--- config.mk ---
export PLATFORM = sky130hd
export DESIGN_NAME = seg7_scan_decoder
export DESIGN_NICKNAME = d
export VERILOG_FILES = /design/src/rtl/seg7_scan_decoder.sv
export SDC_FILE = /design/constraint.sdc
export NUM_CORES = 1
export LEC_CHECK = 0
export ABC_AREA = 0
export BUFFER_PORTS_ARGS = -buffer_cell sky130_fd_sc_hd__buf_2
export CAP_MARGIN = 20
export CORE_MARGIN = 2
export CORE_UTILIZATION = 52
export CTS_BUF_LIST = sky130_fd_sc_hd__clkbuf_16
export DETAILED_ROUTE_END_ITERATION = 16
export PLACE_DENSITY = 0.79
export SLEW_MARGIN = 25
export SYNTH_ARGS = -nofsm -noshare
export SYNTH_HDL_FRONTEND = slang
export SYNTH_SLANG_ARGS = --single-unit
--- constraint.sdc ---
create_clock -name clk -period 2.22 [get_ports clk]
set_input_delay 0.111 -clock clk [delete_from_list [all_inputs] [get_ports clk]]
set_output_delay 0.111 -clock clk [all_outputs]
set_load 0.05 [all_outputs]
--- src/rtl/seg7_scan_decoder.sv ---
// Watches a multiplexed active-low 7-segment bus, debounces and decodes each digit,
// and hands complete multi-digit frames to a consumer over valid/ready.
module seg7_scan_decoder #(
  parameter int unsigned DIGITS = 4,
  parameter int unsigned STABLE = 4
) (
  input  logic                  clk,
  input  logic                  reset,
  input  logic [6:0]            seg,
  input  logic [DIGITS-1:0]     dig,
  output logic [4*DIGITS-1:0]   out_val,
  output logic [DIGITS-1:0]     out_blank,
  output logic [DIGITS-1:0]     out_err,
  output logic                  out_valid,
  input  logic                  out_ready,
  output logic                  overrun
);

  localparam int unsigned BW = DIGITS + 7;
  localparam int unsigned CW = $clog2(STABLE + 1);

  typedef enum logic {COLLECT, SNAP} state_t;

  state_t              state, state_next;
  logic [BW-1:0]       s1, s2;
  logic [CW-1:0]       cnt, cnt_next;
  logic [DIGITS-1:0]   s1_dig, s2_dig;
  logic [6:0]          s2_seg;
  logic                s1_onehot;
  logic                cap;
  logic [DIGITS-1:0]   cap_sel, got_mask, got_base, got_next, wr;
  logic [5:0]          dec;
  logic                snap, hs, drop;
  logic [4*DIGITS-1:0] col_val;
  logic [DIGITS-1:0]   col_blank, col_err;

  // Returns {err, blank, nibble} for one active-low segment pattern.
  function automatic logic [5:0] decode(input logic [6:0] p);
    logic [5:0] r;
    r = 6'b10_0000;
    case (p)
      7'b1000000: r = 6'h00;
      7'b1111001: r = 6'h01;
      7'b0100100: r = 6'h02;
      7'b0110000: r = 6'h03;
      7'b0011001: r = 6'h04;
      7'b0010010: r = 6'h05;
      7'b0000010: r = 6'h06;
      7'b1111000: r = 6'h07;
      7'b0000000: r = 6'h08;
      7'b0010000: r = 6'h09;
      7'b0001000: r = 6'h0A;
      7'b0000011: r = 6'h0B;
      7'b1000110: r = 6'h0C;
      7'b0100001: r = 6'h0D;
      7'b0000110: r = 6'h0E;
      7'b0001110: r = 6'h0F;
      7'b1111111: r = 6'b01_0000;
      default:    r = 6'b10_0000;
    endcase
    return r;
  endfunction

  assign s1_dig    = s1[BW-1:7];
  assign s2_dig    = s2[BW-1:7];
  assign s2_seg    = s2[6:0];
  assign s1_onehot = (s1_dig != '0) && ((s1_dig & (s1_dig - DIGITS'(1))) == '0);
  assign dec       = decode(s2_seg);

  // s1 is the value s2 takes next, so comparing it to s2 tracks "s2 unchanged".
  always_comb begin
    cnt_next = '0;
    if (s1_onehot) begin
      if (s1 == s2) cnt_next = (cnt == CW'(STABLE)) ? cnt : cnt + CW'(1);
      else          cnt_next = CW'(1);
    end
    cap     = (cnt == CW'(STABLE - 1)) && (cnt_next == CW'(STABLE));
    cap_sel = cap ? s2_dig : '0;
  end

  always_ff @(posedge clk or posedge reset) begin
    if (reset) begin
      s1  <= '0;
      s2  <= '0;
      cnt <= '0;
    end else begin
      s1  <= {dig, seg};
      s2  <= s1;
      cnt <= cnt_next;
    end
  end

  // Frame FSM: SNAP is the single edge that moves a full frame to the outputs.
  always_comb begin
    state_next = state;
    snap       = 1'b0;
    got_base   = got_mask;
    case (state)
      COLLECT: if (&(got_mask | cap_sel)) state_next = SNAP;
      SNAP: begin
        snap       = 1'b1;
        got_base   = '0;
        state_next = COLLECT;
      end
      default: state_next = COLLECT;
    endcase
    wr       = cap_sel & ~got_base;
    got_next = got_base | cap_sel;
  end

  always_ff @(posedge clk or posedge reset) begin
    if (reset) begin
      state    <= COLLECT;
      got_mask <= '0;
    end else begin
      state    <= state_next;
      got_mask <= got_next;
    end
  end

  always_ff @(posedge clk or posedge reset) begin
    if (reset) begin
      col_val   <= '0;
      col_blank <= '0;
      col_err   <= '0;
    end else begin
      for (int i = 0; i < int'(DIGITS); i++) begin
        if (wr[i]) begin
          col_val[4*i +: 4] <= dec[3:0];
          col_blank[i]      <= dec[4];
          col_err[i]        <= dec[5];
        end
      end
    end
  end

  assign hs   = out_valid && out_ready;
  assign drop = snap && out_valid && !out_ready;

  // A snapshot meeting a handshake replaces the accepted frame; otherwise it is dropped.
  always_ff @(posedge clk or posedge reset) begin
    if (reset) begin
      out_val   <= '0;
      out_blank <= '0;
      out_err   <= '0;
      out_valid <= 1'b0;
      overrun   <= 1'b0;
    end else begin
      if (snap && !drop) begin
        out_val   <= col_val;
        out_blank <= col_blank;
        out_err   <= col_err;
        out_valid <= 1'b1;
      end else if (hs) begin
        out_valid <= 1'b0;
      end
      if (drop)    overrun <= 1'b1;
      else if (hs) overrun <= 1'b0;
    end
  end

endmodule

Yosys cells after proc, flatten, opt, wreduce, memory -nomap -nowiden --
Cells that the tools add are included. W data, S select, Z words.
Word-level totals: bits in registers 80, output and inout port bits 26
Cells by class: add/sub/neg operators 2, equality and inequality tests 20, mux-type cells 12, bitwise logic cells 6, reductions and logical operators 14
Operator list (number):
- $pmux W6 S17 | 1
- $eq A7 B7 Y1 const B | 5
- $eq A7 B5 Y1 const B | 3
- $eq A7 B6 Y1 const B | 3
- $eq A7 B2 Y1 const B | 2
- $eq A7 B4 Y1 const B | 2
- $eq A11 B11 Y1 | 1
- $mux W3 | 3
- $and A4 B4 Y4 | 2
- $mux W4 | 2
- $or A4 B4 Y4 | 2
- $eq A7 B3 Y1 const B | 1
- $logic_not A7 Y1 | 1
- $eq A3 B3 Y1 const B | 2
- $logic_and A1 B1 Y1 | 6
- $mux W1 | 5
- $logic_not A4 Y1 | 1
- $not A4 Y4 | 1
- $reduce_and A4 Y1 | 1
- $reduce_bool A2 Y1 | 2
- $reduce_bool A4 Y1 | 1
- $sub A4 B1 Y4 const B | 1
- $add A3 B1 Y3 const B | 1
- $eq A3 B2 Y1 const B | 1
- other kinds (3) | 4

Logic depth before layout (Yosys ltp) --
word-level depth 12, depth in mapped cells 8, gate-level depth less buffers 8

Worst setup path before layout --
Ideal clock, no wire load.
path type reg-to-reg, start point register cnt[0], end point register col_blank[3], data arrival time 2193 ps, required time 2095 ps, slack -98 ps, cell stages (with the launch flop) 8, buffers on the path 0, clock period less this slack 2318 ps, cell sequence dfrtp_1 > ha_1 > ha_1 > a2111oi_0 > nand4_1 > or2_4 > nor2_8 > mux2_4
Between the ends: cells in the longest elaborated chain, start to end 8
RTL lines:
- start, declared | RTL line 26 | logic [CW-1:0] cnt, cnt_next;
- start signal, assigned | RTL line 89 | cnt <= cnt_next;
- $add A3 B1 Y3 or $eq A3 B3 Y1 (tied branches) | RTL line 74 | if (s1 == s2) cnt_next = (cnt == CW'(STABLE)) ? cnt : cnt + CW'(1);
- $mux W3 (2 in series) | RTL line 74
- $mux W3 | RTL line 73 | if (s1_onehot) begin
- $eq A3 B3 Y1 | RTL line 77 | cap = (cnt == CW'(STABLE - 1)) && (cnt_next == CW'(STABLE));
- $logic_and A1 B1 Y1 (*) | RTL line 77
- $mux W4 (*) | RTL line 78 | cap_sel = cap ? s2_dig : '0;
- $and A4 B4 Y4 (*) | RTL line 107 | wr = cap_sel & ~got_base;
- end signal, assigned by index | RTL line 130 | col_blank[i] <= dec[4];
- end, declared | RTL line 35 | logic [DIGITS-1:0] col_blank, col_err;
Every way passes the cells marked *; elsewhere a longest branch is shown, timed or not. A chain may end at the register's enable or synchronous reset.

Worst setup path in the final report --
start point register cnt[0], end point register col_blank[0]
Same word-level chain as after synthesis.

==> metrics.json <==
{
  "synth": {
    "synth_top_family_by_area": "multiplexers",
    "netlist_instances": 275,
    "synth_cell_types": 47,
    "synth_async_sr_flop_share": 1.000,
    "synth.cell_area_sq_um": 3491,
    "yosys.area_share.adder": 0.01075,
    "synth_xor_area_frac": 0.03513,
    "post_synthesis_average_cell_area_sq_um": 12.69,
    "synth.mux.area_fraction": 0.1480,
    "area_fraction_in_compound_gates_after_synthesis": 0.07240,
    "syn_nets": 292,
    "ys_seq_elements": 80,
    "synth_top_flop_cell": "sky130_fd_sc_hd__dfrtp_1",
    "synth_edf_count": 0,
    "share_of_the_yosys_chip_area_belonging_to_registers": 0.5735,
    "yosys_warnings": 0,
    "yosys.area_share.simple": 0.1384
  },
  "critical_path": {
    "crit_fanout": 6,
    "setup.worst_path.end_class": "register",
    "cp.required_ns": 2.44,
    "ff2ff_path_depth": 7,
    "path_class": "register to register",
    "cp-start-kind": "register",
    "arrival_ns": 2.51
  },
  "grt": {
    "overflow": 0,
    "wire_length_of_the_first_global_routing_pass_mm": 11.67,
    "grt_pass1_vias": 2483,
    "global_route.usage.total": 0.2090,
    "antenna_found_initial": 0,
    "grt_start_max_net_pins": 81
  },
  "status": {
    "run_status": "finished with violations",
    "failed_checks": "setup timing"
  },
  "clocking": {
    "clock_buffer_count_from_cts": 9,
    "clock_tree.htree_level_count": 3,
    "clk_latency_ns": 0.34,
    "post_cts_clock_slew_at_the_launch_and_capture_registers_of_the_worst_setup_and_hold_paths_ns": 0.06,
    "clock-root-buffer": "sky130_fd_sc_hd__clkbuf_16",
    "clock-sinks": 80,
    "tritoncts": "built",
    "cts_buffer_depth": 2
  },
  "routing": {
    "post_drt_via_cell_ratio": 5.340,
    "detail_route.first_pass.iterations": 4,
    "detail_route.wirelength_mm": 6.958,
    "drt_first_iter_violations": 86,
    "route.detailed.drc": 0,
    "drtAntennaViolNets": 0,
    "route.vias.total": 2371,
    "wl_per_cell_um": 15.67
  },
  "power": {
    "total_leakage_power_nw": 2.266,
    "vdd.ir_drop.worst_mv": 0.5087,
    "cellPowerDensity_nw_per_um2": 721.8
  },
  "place": {
    "dp_hpwl_mm": 4.500,
    "placement.io_buffers": 39,
    "place_worst_setup_slack_ns": -0.1429,
    "gpl.final_weighted_congestion": 0.8254
  },
  "sta": {
    "setup_ws_ns": -0.06943,
    "setup-violations-final": 20,
    "period_minus_slack_ns": 2.289,
    "clock_skew_ns": 0.005604,
    "rsz_0062_raised_after_global_routing": "yes",
    "report.final.hold_viol_count": 0,
    "fin_worst_hold_slack_ns": 0.3929,
    "slew_violations": 0,
    "final.period_utilization": 1.031,
    "worst_slew_pin_slew_ns": 0.4125,
    "max-slew-margin-rel": 0.7240,
    "timing.fmax_mhz": 436.8
  },
  "cells_and_area": {
    "seq_area_sq_um": 2002,
    "fillerInstances": 448,
    "final_layout_size_suffix_gt1_frac": 0.4142,
    "synthesis_to_finish_area_growth_pct": 31.22,
    "final_net_count": 379,
    "finalCoreUtilization": 0.7132,
    "diodes": 0,
    "multi_input_comb_area_sq_um": 1525
  },
  "die": {
    "fp.coreArea_sq_um": 6422,
    "die-area_sq_um": 7385,
    "io-pin-count": 40,
    "die_width_um": 85.94,
    "initial_utilization": 0.5435,
    "dieHeight_um": 85.94,
    "row_count": 29
  },
  "run": {
    "cap_viol_max_count": 0
  },
  "min_path": {
    "hold-path-cell-count": 0,
    "hp-class": "register to register"
  }
}
[state kept, by name (all words and copies together) (netlist names), 4 cells and up]
name and flops:
out_err 4, col_blank 4, col_err 4, got_mask 4, col_val 16, out_val 16, s2 11, s1 11
out_blank 4
[what timing repair did]
| item | 4_1_cts | 5_1_grt |
|---|---|---|
| endpoints found under the hold margin | 92 | 0 |
| hold buffers | 13 | 0 |
| setup buffers | 5 | 2 |
| resized for setup | 13 | 9 |
| gates cloned | 0 | 0 |
| setup endpoints to repair | 20 | 25 |
| pin swaps | 8 | 11 |
[cells in the final DEF (no fill, tap or decap), drive strengths merged, types with 3 or more instances in the layout]
cell	netlist	final
ha	3	3
nand3	3	3
xor2	11	11
mux2	40	40
nor3	5	5
clkinv	0	3
o21ai	12	12
nand2	27	27
nor3b	4	4
o22ai	6	6
a21oi	10	10
nor2	18	18
dfrtp	80	80
inv	11	12
dlygate4sd3	0	13
clkbuf	8	9
xnor2	3	3
buf	1	72
[where the power goes]
| group | switching (mW) | internal (mW) |
|---|---|---|
| registers | 0.0189 | 1.48 |
| logic | 0.123 | 0.0952 |
| clock network | 0.602 | 0.986 |
[critical path, stage by stage, from the launching register on]
cell                        delay, ns
sky130_fd_sc_hd__dfrtp_1         0.43
sky130_fd_sc_hd__ha_4            0.19
sky130_fd_sc_hd__ha_4            0.22
sky130_fd_sc_hd__a2111oi_4       0.27
sky130_fd_sc_hd__nand4_1         0.16
sky130_fd_sc_hd__or2_4           0.38
sky130_fd_sc_hd__nor2_8          0.19
sky130_fd_sc_hd__mux2_4          0.33
[cells by family after synthesis]
family	Yosys count
muxes	41
and+or+nand+nor	77
AOI/OAI and AO/OA	40
adders and majority gates	3
buffers and inverters	20
xor gates and xnor gates	14
DFF	80
[stage by stage]
| step | cells | power (mW) | setup TNS [ns] | instance area (sq um) |
|---|---|---|---|---|
| 2_1_floorplan | 275 | 1.643 | -0.4564 | 3528 |
| 3_3_place_gp | 408 | 1.709 | -0.8396 | 3993 |
| 3_5_place_dp | 408 | 1.716 | -2.367 | 3993 |
| 4_1_cts | 442 | 3.328 | -0.5814 | 4539 |
| 5_1_grt | 444 | 3.418 | -1.986 | 4581 |
| 6_report | 444 | 3.306 | -0.9175 | 4581 |
[cell type report]
| class | instances | area share |
|---|---|---|
| Tap cell | 77 | 0.02103 |
| Sequential cell | 80 | 0.4370 |
| Clock inverter | 7 | 0.02076 |
| Timing Repair Buffer | 85 | 0.1295 |
| Multi-Input combinational cell | 175 | 0.3330 |
| Inverter | 11 | 0.009560 |
| Clock buffer | 9 | 0.04917 |
[per-layer routing]
layer	routed length, um	vias to the layer above	GRT usage
li1	-	1150	-
met2	3602	54	0.3601
met4	74	0	0.08658
met1	3021	1162	0.2513
met5	0	-	0
met3	259	5	0.04909
[cells in the mapped netlist (all sizes together), types with 3 or more instances]
library cell  number  area, sq um
inv               11        41.29
nor2              18        132.6
clkbuf             8        30.03
dfrtp             80         2002
nand3              3        15.01
mux2              40        506.7
xor2              11        96.34
xnor2              3        26.28
nand2             27        101.4
o21ai             12        60.05
o22ai              6        37.54
ha                 3        37.54
nor3               5        30.03
a21oi             10        50.05
nor3b              4        30.03
[worst paths after layout]
check	startpoint	end	slack, ns
hold / removal	s1[0]$_DFF_PP0_	s2[0]$_DFF_PP0_	0.39
setup / recovery	cnt[0]$_DFF_PP0_	col_blank[0]$_DFFE_PP0P_	-0.07
setup reg to reg	cnt[0]$_DFF_PP0_	col_blank[0]$_DFFE_PP0P_	-0.07
hold reg to reg	s1[0]$_DFF_PP0_	s2[0]$_DFF_PP0_	0.39
max in group asynchronous	reset	s1[6]$_DFF_PP0_	1.51
min in group asynchronous	reset	out_blank[1]$_DFFE_PP0P_	0.41
No activity file was read; power rests on OpenSTA's default activity.
